===== src/rtl/hazard_ctl_if.sv =====
// +----------------------------------------------------------------------------+
// | hazard_ctl_if : decode/execute/memory status in, stall/flush controls out   |
// | Revision      : 1.0                                                         |
// +----------------------------------------------------------------------------+
`default_nettype none

interface hazard_ctl_if;
    logic [31:0] instr_de;
    logic [31:0] instr_exe;
    logic        br_taken;
    logic        dmem_req;
    logic        dmem_ready;
    logic        stall_fe;
    logic        stall_ex;
    logic        flush_de;
    logic        hold_pipe;
    logic        mem_err;
    logic [31:0] perf_stall_cnt;
    logic [31:0] perf_flush_cnt;

    modport master (
        output instr_de, instr_exe, br_taken, dmem_req, dmem_ready,
        input  stall_fe, stall_ex, flush_de, hold_pipe, mem_err,
               perf_stall_cnt, perf_flush_cnt
    );

    modport slave (
        input  instr_de, instr_exe, br_taken, dmem_req, dmem_ready,
        output stall_fe, stall_ex, flush_de, hold_pipe, mem_err,
               perf_stall_cnt, perf_flush_cnt
    );
endinterface

`default_nettype wire


===== src/rtl/hazard_ctl.sv =====
// +----------------------------------------------------------------------------+
// | hazard_ctl : load-use stall, taken-branch flush and memory-wait freeze FSM  |
// | Optional   : HAZARD_PERF_CNT_EN enables the stall/flush perf counters       |
// | Revision   : 1.0                                                            |
// +----------------------------------------------------------------------------+
`default_nettype none

module hazard_ctl #(
    parameter int FLUSH_CYCLES = 2,
    parameter int MEM_TIMEOUT  = 15,
    parameter int CNT_W        = 4
) (
    input  logic        clk,
    input  logic        rst,
    hazard_ctl_if.slave bus
);

    typedef enum logic [1:0] {
        RUN      = 2'd0,
        FLUSH    = 2'd1,
        MEM_WAIT = 2'd2
    } state_t;

    localparam logic [CNT_W-1:0] FLUSH_RELOAD = CNT_W'(FLUSH_CYCLES - 1);
    localparam logic [CNT_W-1:0] TIMEOUT_VAL  = CNT_W'(MEM_TIMEOUT);
    localparam logic [CNT_W-1:0] CNT_MAX      = '1;
    localparam logic [CNT_W-1:0] CNT_ONE      = CNT_W'(1);

    localparam logic [6:0] OP_LOAD  = 7'b0000011;
    localparam logic [6:0] OP_LUI   = 7'b0110111;
    localparam logic [6:0] OP_AUIPC = 7'b0010111;
    localparam logic [6:0] OP_JAL   = 7'b1101111;
    localparam logic [6:0] OP_R     = 7'b0110011;
    localparam logic [6:0] OP_S     = 7'b0100011;
    localparam logic [6:0] OP_B     = 7'b1100011;

    state_t           state, state_nxt;
    logic [CNT_W-1:0] flush_cnt, flush_cnt_nxt;
    logic [CNT_W-1:0] wait_cnt, wait_cnt_nxt;
    logic             ret_flush, ret_flush_nxt;

    logic stall_fe_c, stall_ex_c, flush_de_c, hold_pipe_c, mem_err_c;
    logic flush_accept;

    logic [6:0] op_de, op_exe;
    logic [4:0] rd_exe, rs1_de, rs2_de;
    logic       uses_rs1, uses_rs2, lu, mem_miss;

    assign op_de  = bus.instr_de[6:0];
    assign op_exe = bus.instr_exe[6:0];
    assign rd_exe = bus.instr_exe[11:7];
    assign rs1_de = bus.instr_de[19:15];
    assign rs2_de = bus.instr_de[24:20];

    assign uses_rs1 = !((op_de == OP_LUI) || (op_de == OP_AUIPC) || (op_de == OP_JAL));
    assign uses_rs2 = (op_de == OP_R) || (op_de == OP_S) || (op_de == OP_B);
    assign lu       = (op_exe == OP_LOAD) && (rd_exe != 5'd0) &&
                      (((rd_exe == rs1_de) && uses_rs1) || ((rd_exe == rs2_de) && uses_rs2));
    assign mem_miss = bus.dmem_req && !bus.dmem_ready;

    always_ff @(posedge clk or posedge rst) begin
        if (rst) begin
            state     <= RUN;
            flush_cnt <= '0;
            wait_cnt  <= '0;
            ret_flush <= 1'b0;
        end else begin
            state     <= state_nxt;
            flush_cnt <= flush_cnt_nxt;
            wait_cnt  <= wait_cnt_nxt;
            ret_flush <= ret_flush_nxt;
        end
    end

    always_comb begin
        state_nxt     = state;
        flush_cnt_nxt = flush_cnt;
        wait_cnt_nxt  = wait_cnt;
        ret_flush_nxt = ret_flush;
        stall_fe_c    = 1'b0;
        stall_ex_c    = 1'b0;
        flush_de_c    = 1'b0;
        hold_pipe_c   = 1'b0;
        mem_err_c     = 1'b0;
        flush_accept  = 1'b0;

        case (state)
            RUN: begin
                if (mem_miss) begin
                    hold_pipe_c   = 1'b1;
                    stall_fe_c    = 1'b1;
                    state_nxt     = MEM_WAIT;
                    wait_cnt_nxt  = CNT_ONE;
                    ret_flush_nxt = 1'b0;
                end else if (bus.br_taken) begin
                    flush_de_c   = 1'b1;
                    stall_ex_c   = 1'b1;
                    flush_accept = 1'b1;
                    if (FLUSH_CYCLES > 1) begin
                        state_nxt     = FLUSH;
                        flush_cnt_nxt = FLUSH_RELOAD;
                    end
                end else if (lu) begin
                    stall_fe_c = 1'b1;
                    stall_ex_c = 1'b1;
                end
            end

            FLUSH: begin
                // A frozen flush cycle does not consume flush count; it resumes after the wait.
                if (mem_miss) begin
                    hold_pipe_c   = 1'b1;
                    stall_fe_c    = 1'b1;
                    state_nxt     = MEM_WAIT;
                    wait_cnt_nxt  = CNT_ONE;
                    ret_flush_nxt = 1'b1;
                end else begin
                    flush_de_c = 1'b1;
                    stall_ex_c = 1'b1;
                    if (bus.br_taken) begin
                        flush_accept  = 1'b1;
                        flush_cnt_nxt = FLUSH_RELOAD;
                    end else if (flush_cnt <= CNT_ONE) begin
                        state_nxt     = RUN;
                        flush_cnt_nxt = '0;
                    end else begin
                        flush_cnt_nxt = flush_cnt - CNT_ONE;
                    end
                end
            end

            MEM_WAIT: begin
                // wait_cnt numbers the cycles spent in this state, starting at 1.
                if (bus.dmem_ready) begin
                    state_nxt     = ret_flush ? FLUSH : RUN;
                    wait_cnt_nxt  = '0;
                    ret_flush_nxt = 1'b0;
                end else if (wait_cnt >= TIMEOUT_VAL) begin
                    mem_err_c     = 1'b1;
                    state_nxt     = RUN;
                    flush_cnt_nxt = '0;
                    wait_cnt_nxt  = '0;
                    ret_flush_nxt = 1'b0;
                end else begin
                    hold_pipe_c = 1'b1;
                    stall_fe_c  = 1'b1;
                    if (wait_cnt != CNT_MAX) begin
                        wait_cnt_nxt = wait_cnt + CNT_ONE;
                    end
                end
            end

            default: begin
                state_nxt = RUN;
            end
        endcase
    end

    assign bus.stall_fe  = stall_fe_c  & ~rst;
    assign bus.stall_ex  = stall_ex_c  & ~rst;
    assign bus.flush_de  = flush_de_c  & ~rst;
    assign bus.hold_pipe = hold_pipe_c & ~rst;
    assign bus.mem_err   = mem_err_c   & ~rst;

`ifdef HAZARD_PERF_CNT_EN
    logic [31:0] stall_cnt_q, flush_cnt_q;

    always_ff @(posedge clk or posedge rst) begin
        if (rst) begin
            stall_cnt_q <= '0;
            flush_cnt_q <= '0;
        end else begin
            if (stall_fe_c && (stall_cnt_q != 32'hFFFF_FFFF)) begin
                stall_cnt_q <= stall_cnt_q + 32'd1;
            end
            if (flush_accept && (flush_cnt_q != 32'hFFFF_FFFF)) begin
                flush_cnt_q <= flush_cnt_q + 32'd1;
            end
        end
    end

    assign bus.perf_stall_cnt = stall_cnt_q;
    assign bus.perf_flush_cnt = flush_cnt_q;

    logic unused_ok;
    assign unused_ok = &{1'b0, bus.instr_exe[31:12], bus.instr_de[31:25], bus.instr_de[14:7]};
`else
    assign bus.perf_stall_cnt = 32'h0;
    assign bus.perf_flush_cnt = 32'h0;

    logic unused_ok;
    assign unused_ok = &{1'b0, bus.instr_exe[31:12], bus.instr_de[31:25], bus.instr_de[14:7],
                         flush_accept};
`endif

endmodule

`default_nettype wire


===== src/flat_wrapper.sv =====
// flat-port wrapper written by rule: the top's interface ports become plain ports
module hazard_ctl_flat 
#(
    parameter int FLUSH_CYCLES = 2,
    parameter int MEM_TIMEOUT  = 15,
    parameter int CNT_W        = 4
)
  (clk, rst, bus_instr_de, bus_instr_exe, bus_br_taken, bus_dmem_req, bus_dmem_ready, bus_stall_fe, bus_stall_ex, bus_flush_de, bus_hold_pipe, bus_mem_err, bus_perf_stall_cnt, bus_perf_flush_cnt);
  hazard_ctl_if bus_i ();
  input  logic clk;
  input  logic rst;
  input wire logic [$bits(bus_i.instr_de)-1:0] bus_instr_de;
  input wire logic [$bits(bus_i.instr_exe)-1:0] bus_instr_exe;
  input wire logic [$bits(bus_i.br_taken)-1:0] bus_br_taken;
  input wire logic [$bits(bus_i.dmem_req)-1:0] bus_dmem_req;
  input wire logic [$bits(bus_i.dmem_ready)-1:0] bus_dmem_ready;
  output wire logic [$bits(bus_i.stall_fe)-1:0] bus_stall_fe;
  output wire logic [$bits(bus_i.stall_ex)-1:0] bus_stall_ex;
  output wire logic [$bits(bus_i.flush_de)-1:0] bus_flush_de;
  output wire logic [$bits(bus_i.hold_pipe)-1:0] bus_hold_pipe;
  output wire logic [$bits(bus_i.mem_err)-1:0] bus_mem_err;
  output wire logic [$bits(bus_i.perf_stall_cnt)-1:0] bus_perf_stall_cnt;
  output wire logic [$bits(bus_i.perf_flush_cnt)-1:0] bus_perf_flush_cnt;
  assign bus_i.instr_de = bus_instr_de;
  assign bus_i.instr_exe = bus_instr_exe;
  assign bus_i.br_taken = bus_br_taken;
  assign bus_i.dmem_req = bus_dmem_req;
  assign bus_i.dmem_ready = bus_dmem_ready;
  assign bus_stall_fe = bus_i.stall_fe;
  assign bus_stall_ex = bus_i.stall_ex;
  assign bus_flush_de = bus_i.flush_de;
  assign bus_hold_pipe = bus_i.hold_pipe;
  assign bus_mem_err = bus_i.mem_err;
  assign bus_perf_stall_cnt = bus_i.perf_stall_cnt;
  assign bus_perf_flush_cnt = bus_i.perf_flush_cnt;
  hazard_ctl #(.FLUSH_CYCLES(FLUSH_CYCLES), .MEM_TIMEOUT(MEM_TIMEOUT), .CNT_W(CNT_W)) u_core (.clk(clk), .rst(rst), .bus(bus_i));
endmodule

===== config.mk =====
export PLATFORM = sky130hd
export DESIGN_NAME = hazard_ctl_flat
export DESIGN_NICKNAME = d
export VERILOG_FILES = /design/src/rtl/hazard_ctl_if.sv /design/src/rtl/hazard_ctl.sv /design/src/flat_wrapper.sv
export SDC_FILE = /design/constraint.sdc
export NUM_CORES = 1
export LEC_CHECK = 0
export CAP_MARGIN = 20
export CORE_MARGIN = 1.5
export CORE_UTILIZATION = 31
export CTS_BUF_LIST = sky130_fd_sc_hd__clkbuf_8 sky130_fd_sc_hd__clkbuf_16
export DETAILED_ROUTE_END_ITERATION = 12
export PLACE_DENSITY = 0.84
export SYNTH_ARGS = -nofsm -noshare
export SYNTH_HDL_FRONTEND = slang
export SYNTH_SLANG_ARGS = --single-unit

===== constraint.sdc =====
create_clock -name clk -period 2.2 [get_ports clk]
set_clock_uncertainty 0.05 [all_clocks]
set_input_delay 0.44 -clock clk [delete_from_list [all_inputs] [get_ports clk]]
set_output_delay 0.44 -clock clk [all_outputs]
set_load 0.01 [all_outputs]

---- After elaboration in Yosys (flattened, before gate mapping) ----
Cells that the tools add are included.
word-level totals
  bits of input ports ..................... 69
  logic and storage cells ................. 105
  output and inout port bits .............. 69
  bits in registers ....................... 11
operators by class
  equal/unequal tests ..................... 25
  reduce and logical (&&, ||, !) cells .... 21
  bitwise logic cells ..................... 6
  add/sub/neg operators ................... 2
  mux-type cells .......................... 45
  magnitude comparators ................... 2
operators with widths
  kind                                           count
  2-to-1 mux 4 bit                               11
  == test 7 x 6 -> 1 bit, second input constant  3
  2-to-1 mux 1 bit                               19
  == test 7 bit, second input constant           2
  2-to-1 mux 2 bit                               7
  case mux 4 bit (3 select lines)                1
  == test 5 bit                                  2
  != test 3 x 2 -> 1 bit, second input constant  3
  != test 2 x 1 -> 1 bit, second input constant  4
  != test 2 bit, second input constant           4
  case mux 4 bit (2 select lines)                1
  AND reduction 4 bit                            2
  == test 7 x 2 -> 1 bit, second input constant  1
  == test 7 x 5 -> 1 bit, second input constant  1
  case mux 1 bit (2 select lines)                3
  case mux 1 bit (3 select lines)                2
  case mux 2 bit (3 select lines)                1
  AND reduction 6 bit                            1
  bitwise AND 1 bit                              5
  logical AND 1 bit                              5
  logical OR 1 bit                               5
  nonzero test 5 bit                             1
  adder 4 x 1 -> 4 bit, second input constant    1
  >= comparator 4 bit, second input constant     1
  14 further kinds                               15

---- Logic depth before layout (Yosys ltp) ----
  word-level depth ........................ 12
  mapped depth ............................ 8
  depth with buffers taken out ............ 7

---- Worst setup path after synthesis ----
OpenSTA, ideal clock, no wires.
  path kind ............................... register to output
  start ................................... reg u_core.state[0]
  end ..................................... out bus_stall_fe
  data required time ...................... 1.710 ns
  buffers on the path ..................... 0
  setup slack ............................. 0.074 ns
  cell stages (with the launch flop) ...... 8
  arrival time ............................ 1.636 ns
  path through ............................ dfrtp_1 > inv_1 > ha_1 > and2b_1 > and2_1 > nor2_1 > nor3_1 > o21bai_1
on the way
  longest elaborated chain between the ends .. 3
  elaborated cells between the ends (all ways) .. 5
  those cells by class .................... eq/ne: 2; mux: 1; bitwise: 1; reduce/logical: 1
ends and longest elaborated chain
  what                                         line                source
  start, declared                              hazard_ctl.sv:37    state_t state, state_nxt;
  start signal, assigned                       hazard_ctl.sv:68    state <= state_nxt;
  == test 2 bit, or another cell as far along  hazard_ctl.sv:87    case (state)
  case mux 1 bit (3 select lines) *            hazard_ctl.sv:87
  bitwise AND 1 bit *                          hazard_ctl.sv:159   assign bus.stall_fe = stall_fe_c & ~rst;
  end, declared                                flat_wrapper.sv:17  output wire logic [$bits(bus_i.stall_fe)-1:0] bus_stall_fe;
Every way passes the cells marked *; elsewhere a longest branch is shown, timed or not.

---- Worst setup path in the final report ----
  start ................................... in bus_instr_de[6]
  end ..................................... out bus_stall_fe
on the way
  longest elaborated chain between the ends .. 12
  elaborated cells between the ends (all ways) .. 20
  those cells by class .................... eq/ne: 6; mux: 4; bitwise: 1; reduce/logical: 9
ends and longest elaborated chain
  what                                                              line                source
  start, declared                                                   flat_wrapper.sv:12  input wire logic [$bits(bus_i.instr_de)-1:0] bus_instr_de;
  == test 7 x 6 -> 1 bit or == test 7 x 5 -> 1 bit (tied branches)  hazard_ctl.sv:55    assign uses_rs1 = !((op_de == OP_LUI) || (op_de == OP_AUIPC) || (op_de == OP_JAL));
  logical OR 1 bit (2 in a row)                                     hazard_ctl.sv:55
  zero test 1 bit                                                   hazard_ctl.sv:55
  logical AND 1 bit                                                 hazard_ctl.sv:58    (((rd_exe == rs1_de) && uses_rs1) || ((rd_exe == rs2_de) && uses_rs2));
  logical OR 1 bit *                                                hazard_ctl.sv:58
  logical AND 1 bit *                                               hazard_ctl.sv:57    assign lu = (op_exe == OP_LOAD) && (rd_exe != 5'd0) &&
  2-to-1 mux 1 bit *                                                hazard_ctl.sv:103   end else if (lu) begin
  2-to-1 mux 1 bit *                                                hazard_ctl.sv:95    end else if (bus.br_taken) begin
  2-to-1 mux 1 bit *                                                hazard_ctl.sv:89    if (mem_miss) begin
  case mux 1 bit (3 select lines) *                                 hazard_ctl.sv:87
  bitwise AND 1 bit *                                               hazard_ctl.sv:159
Marks and branches as above.

==> flow_summary.json <==
{
  "reg2reg_slack_ns": 0.34,
  "hold_viol": 0,
  "dp.cells": 304,
  "syn_to_final_growth_pct": 42.0,
  "cp-start-kind": "input pin",
  "cp_num_buf_inv": 3,
  "die_y_um": 71.9,
  "pin_count": 138,
  "worstPathMaxFanout": 3,
  "maxSlewViolCount": 0,
  "ant_nets": 0,
  "mostFrequentLayoutCells": "conb_1, buf_4, buf_2",
  "wl_met3_um": 434,
  "final_common_cell": "conb_1",
  "ctsHoldBuffers": 0,
  "setup-violations-final": 1,
  "grt_max_degree": 12,
  "clk_path_buf_depth": 2,
  "crit_path_end_kind": "primary output",
  "cts_tree": "yes",
  "outcome": "complete, but fails checks",
  "ys_warn_count": 0,
  "min_from": "u_core.wait_cnt[3]",
  "cp_slowest_cell": "or3b_4",
  "synth_seq_area_share_pct": 18.7,
  "die-area_um2": 5160,
  "placed_cell_area_um2": 1890,
  "peakVddDrop_mv": 0.482,
  "clkTransAtPathRegs_ns": 0.05,
  "cp_cell_sequence": "buf_6 -> or3b_4 -> a21oi_2 -> nor4_2 -> a31oi_2 -> buf_4 -> o21bai_1 -> buf_2",
  "dp_hpwl_um": 2950,
  "antenna_found_initial": 0,
  "drt_iter0_drc": 55,
  "die_x_um": 71.9,
  "cts_made_buffers": 3,
  "drt-met1-wl_um": 1390,
  "violations": "DRC, setup timing",
  "netlist_instances": 186,
  "tns_ns": -0.00866,
  "drc": 13,
  "worst_path_dominant_cell_family": "simple AND/OR/NAND/NOR gates",
  "grt_pass1_wl_um": 5820,
  "syn_area_um2": 1470,
  "gp_congestion": 0.917,
  "ys_seq_elements": 11,
  "grt_overflow_total": 0,
  "cp_slowest_stage_delay_ns": 0.39,
  "clock.fmax_ghz": 0.453,
  "drt-total-wl_um": 3880,
  "top_layer": "met4",
  "required_ns": 1.71,
  "rsz0062_at_grt": "yes",
  "start_util_pct": 33.1,
  "cap_viol_max_count": 0,
  "firstDrtPassIters": 9,
  "power_density_nw_per_um2": 772,
  "hold_path.class": "reg -> reg",
  "rows": 24,
  "cts_root_buf": "clkbuf_8",
  "grt_use_total_pct": 14.7,
  "finalInstanceArea_um2": 2090,
  "core_um2": 4440,
  "vias": 1408,
  "instances_no_fill": 314,
  "grt_pass1_vias": 1233,
  "wl_per_cell_um": 12.4,
  "htreeDepth": 1,
  "layout-drive-gt1-share_pct": 33.2,
  "avgViaCountPerCell": 4.48,
  "port_buffers": 38,
  "fin_crit_ns": 2.21,
  "insertion_delay_ns": 0.25,
  "fin_ws_ns": -0.00866,
  "period_share_pct": 100,
  "avgSynthCellArea_um2": 7.90,
  "r2r-start": "u_core.state[1]",
  "clock_sinks": 11,
  "synth_cell_types": 38,
  "diodes": 0,
  "arrival_ns": 1.72,
  "nets": 339,
  "cp-startpoint": "bus_instr_de[6]",
  "worstSetupPathType": "in -> out",
  "wl_met2_um": 1930,
  "p_leak_uw": 0.00103
}
## per-stage QoR
stage / total power, uW / hold WS (ns) / setup slack [ns] / util, %
after global routing: 1730 / 0.480 / -0.0894 / 47.0
after global placement: 1170 / 0.419 / -0.784 / 42.6
final: 1610 / 0.438 / -0.00866 / 47.0
after floorplan: 886 / 0.251 / 0.0736 / -
after detailed placement: 1190 / 0.426 / -0.836 / 42.6
after CTS: 1530 / 0.439 / 0.00138 / 45.4
## cell usage after synthesis
cell	number	area [um^2]
and2_1	1	6.26
nor4_1	2	12.5
xnor2_1	8	70.1
o41ai_1	1	8.76
buf_4	64	480
nor4b_1	1	8.76
a21oi_1	10	50.1
nand2b_1	5	31.3
nor2b_1	1	6.26
a31oi_1	2	12.5
nand4_1	1	6.26
o21bai_1	3	22.5
or3b_4	1	11.3
xor2_1	2	17.5
nand2_1	8	30.0
buf_2	1	5.00
ha_1	7	87.6
or3b_1	1	8.76
inv_1	6	22.5
o31ai_1	2	15.0
o21ai_1	1	5.00
nor2_2	2	12.5
and2b_1	2	15.0
or4b_1	1	10.0
and3_1	1	6.26
nor3_1	7	35.0
nand4bb_1	1	11.3
nand4b_1	2	17.5
nor2_1	7	26.3
a21o_1	2	15.0
o221ai_1	1	8.76
o21ai_0	11	55.1
a2111oi_0	1	8.76
conb_1	1	3.75
o31ai_2	1	12.5
nand3_1	6	30.0
dfrtp_1	11	275
a2bb2oi_1	1	8.76
## kinds of logic (layout without fill, tap and decap cells)
kind of cell	after synthesis	in the layout	share of synthesized area, %
xor gates and xnor gates	10	10	5.96
DFF	11	11	18.7
and+or+nand+nor	50	50	19.4
other	1	64	0.255
adders and majority gates	7	7	5.96
buffers and inverters	71	84	34.6
AOI/OAI and AO/OA	36	36	15.1
## final cells by class
cell class / instances / area [um^2]
clock buffer: 3 / 41.3
clock inverter: 1 / 3.75
fill: 425 / 2360
inverter: 6 / 22.5
multi-input combinational: 167 / 1080
sequential: 11 / 275
tap: 52 / 65.1
timing repair buffer: 74 / 599
## layer usage
metal / GRT usage (%) / vias to the layer above
met4: 6.29 / 0
met3: 3.09 / 11
met2: 27.4 / 89
met5: 0 / -
li1: - / 662
met1: 15.9 / 646
## flip-flops by register name, summed over array words and instances, names as in the netlist
register / count
u_core.flush_cnt: 4
u_core.ret_flush: 1
u_core.state: 2
u_core.wait_cnt: 4
## power by group
part,switching [uW],internal [uW],total (uW)
combinational,555,540,1100
sequential,47.0,255,302
clock,89.1,124,213
total,692,919,1610
## final timing paths
path | to | cells after the start
max | bus_stall_fe | 8
min in group asynchronous | u_core.ret_flush | 3
max in group asynchronous | u_core.state[0] | 3
max reg2reg | u_core.flush_cnt[3] | 9
min | u_core.wait_cnt[3] | 1
min reg2reg | u_core.wait_cnt[3] | 1
## timing repair
item / in CTS / in global routing
resized for setup: 121 / 12
pin swaps: 24 / 7
buffers inserted: 6 / 1
endpoints found under the setup margin: 5 / 4
No activity file was read; power rests on OpenSTA's default activity.
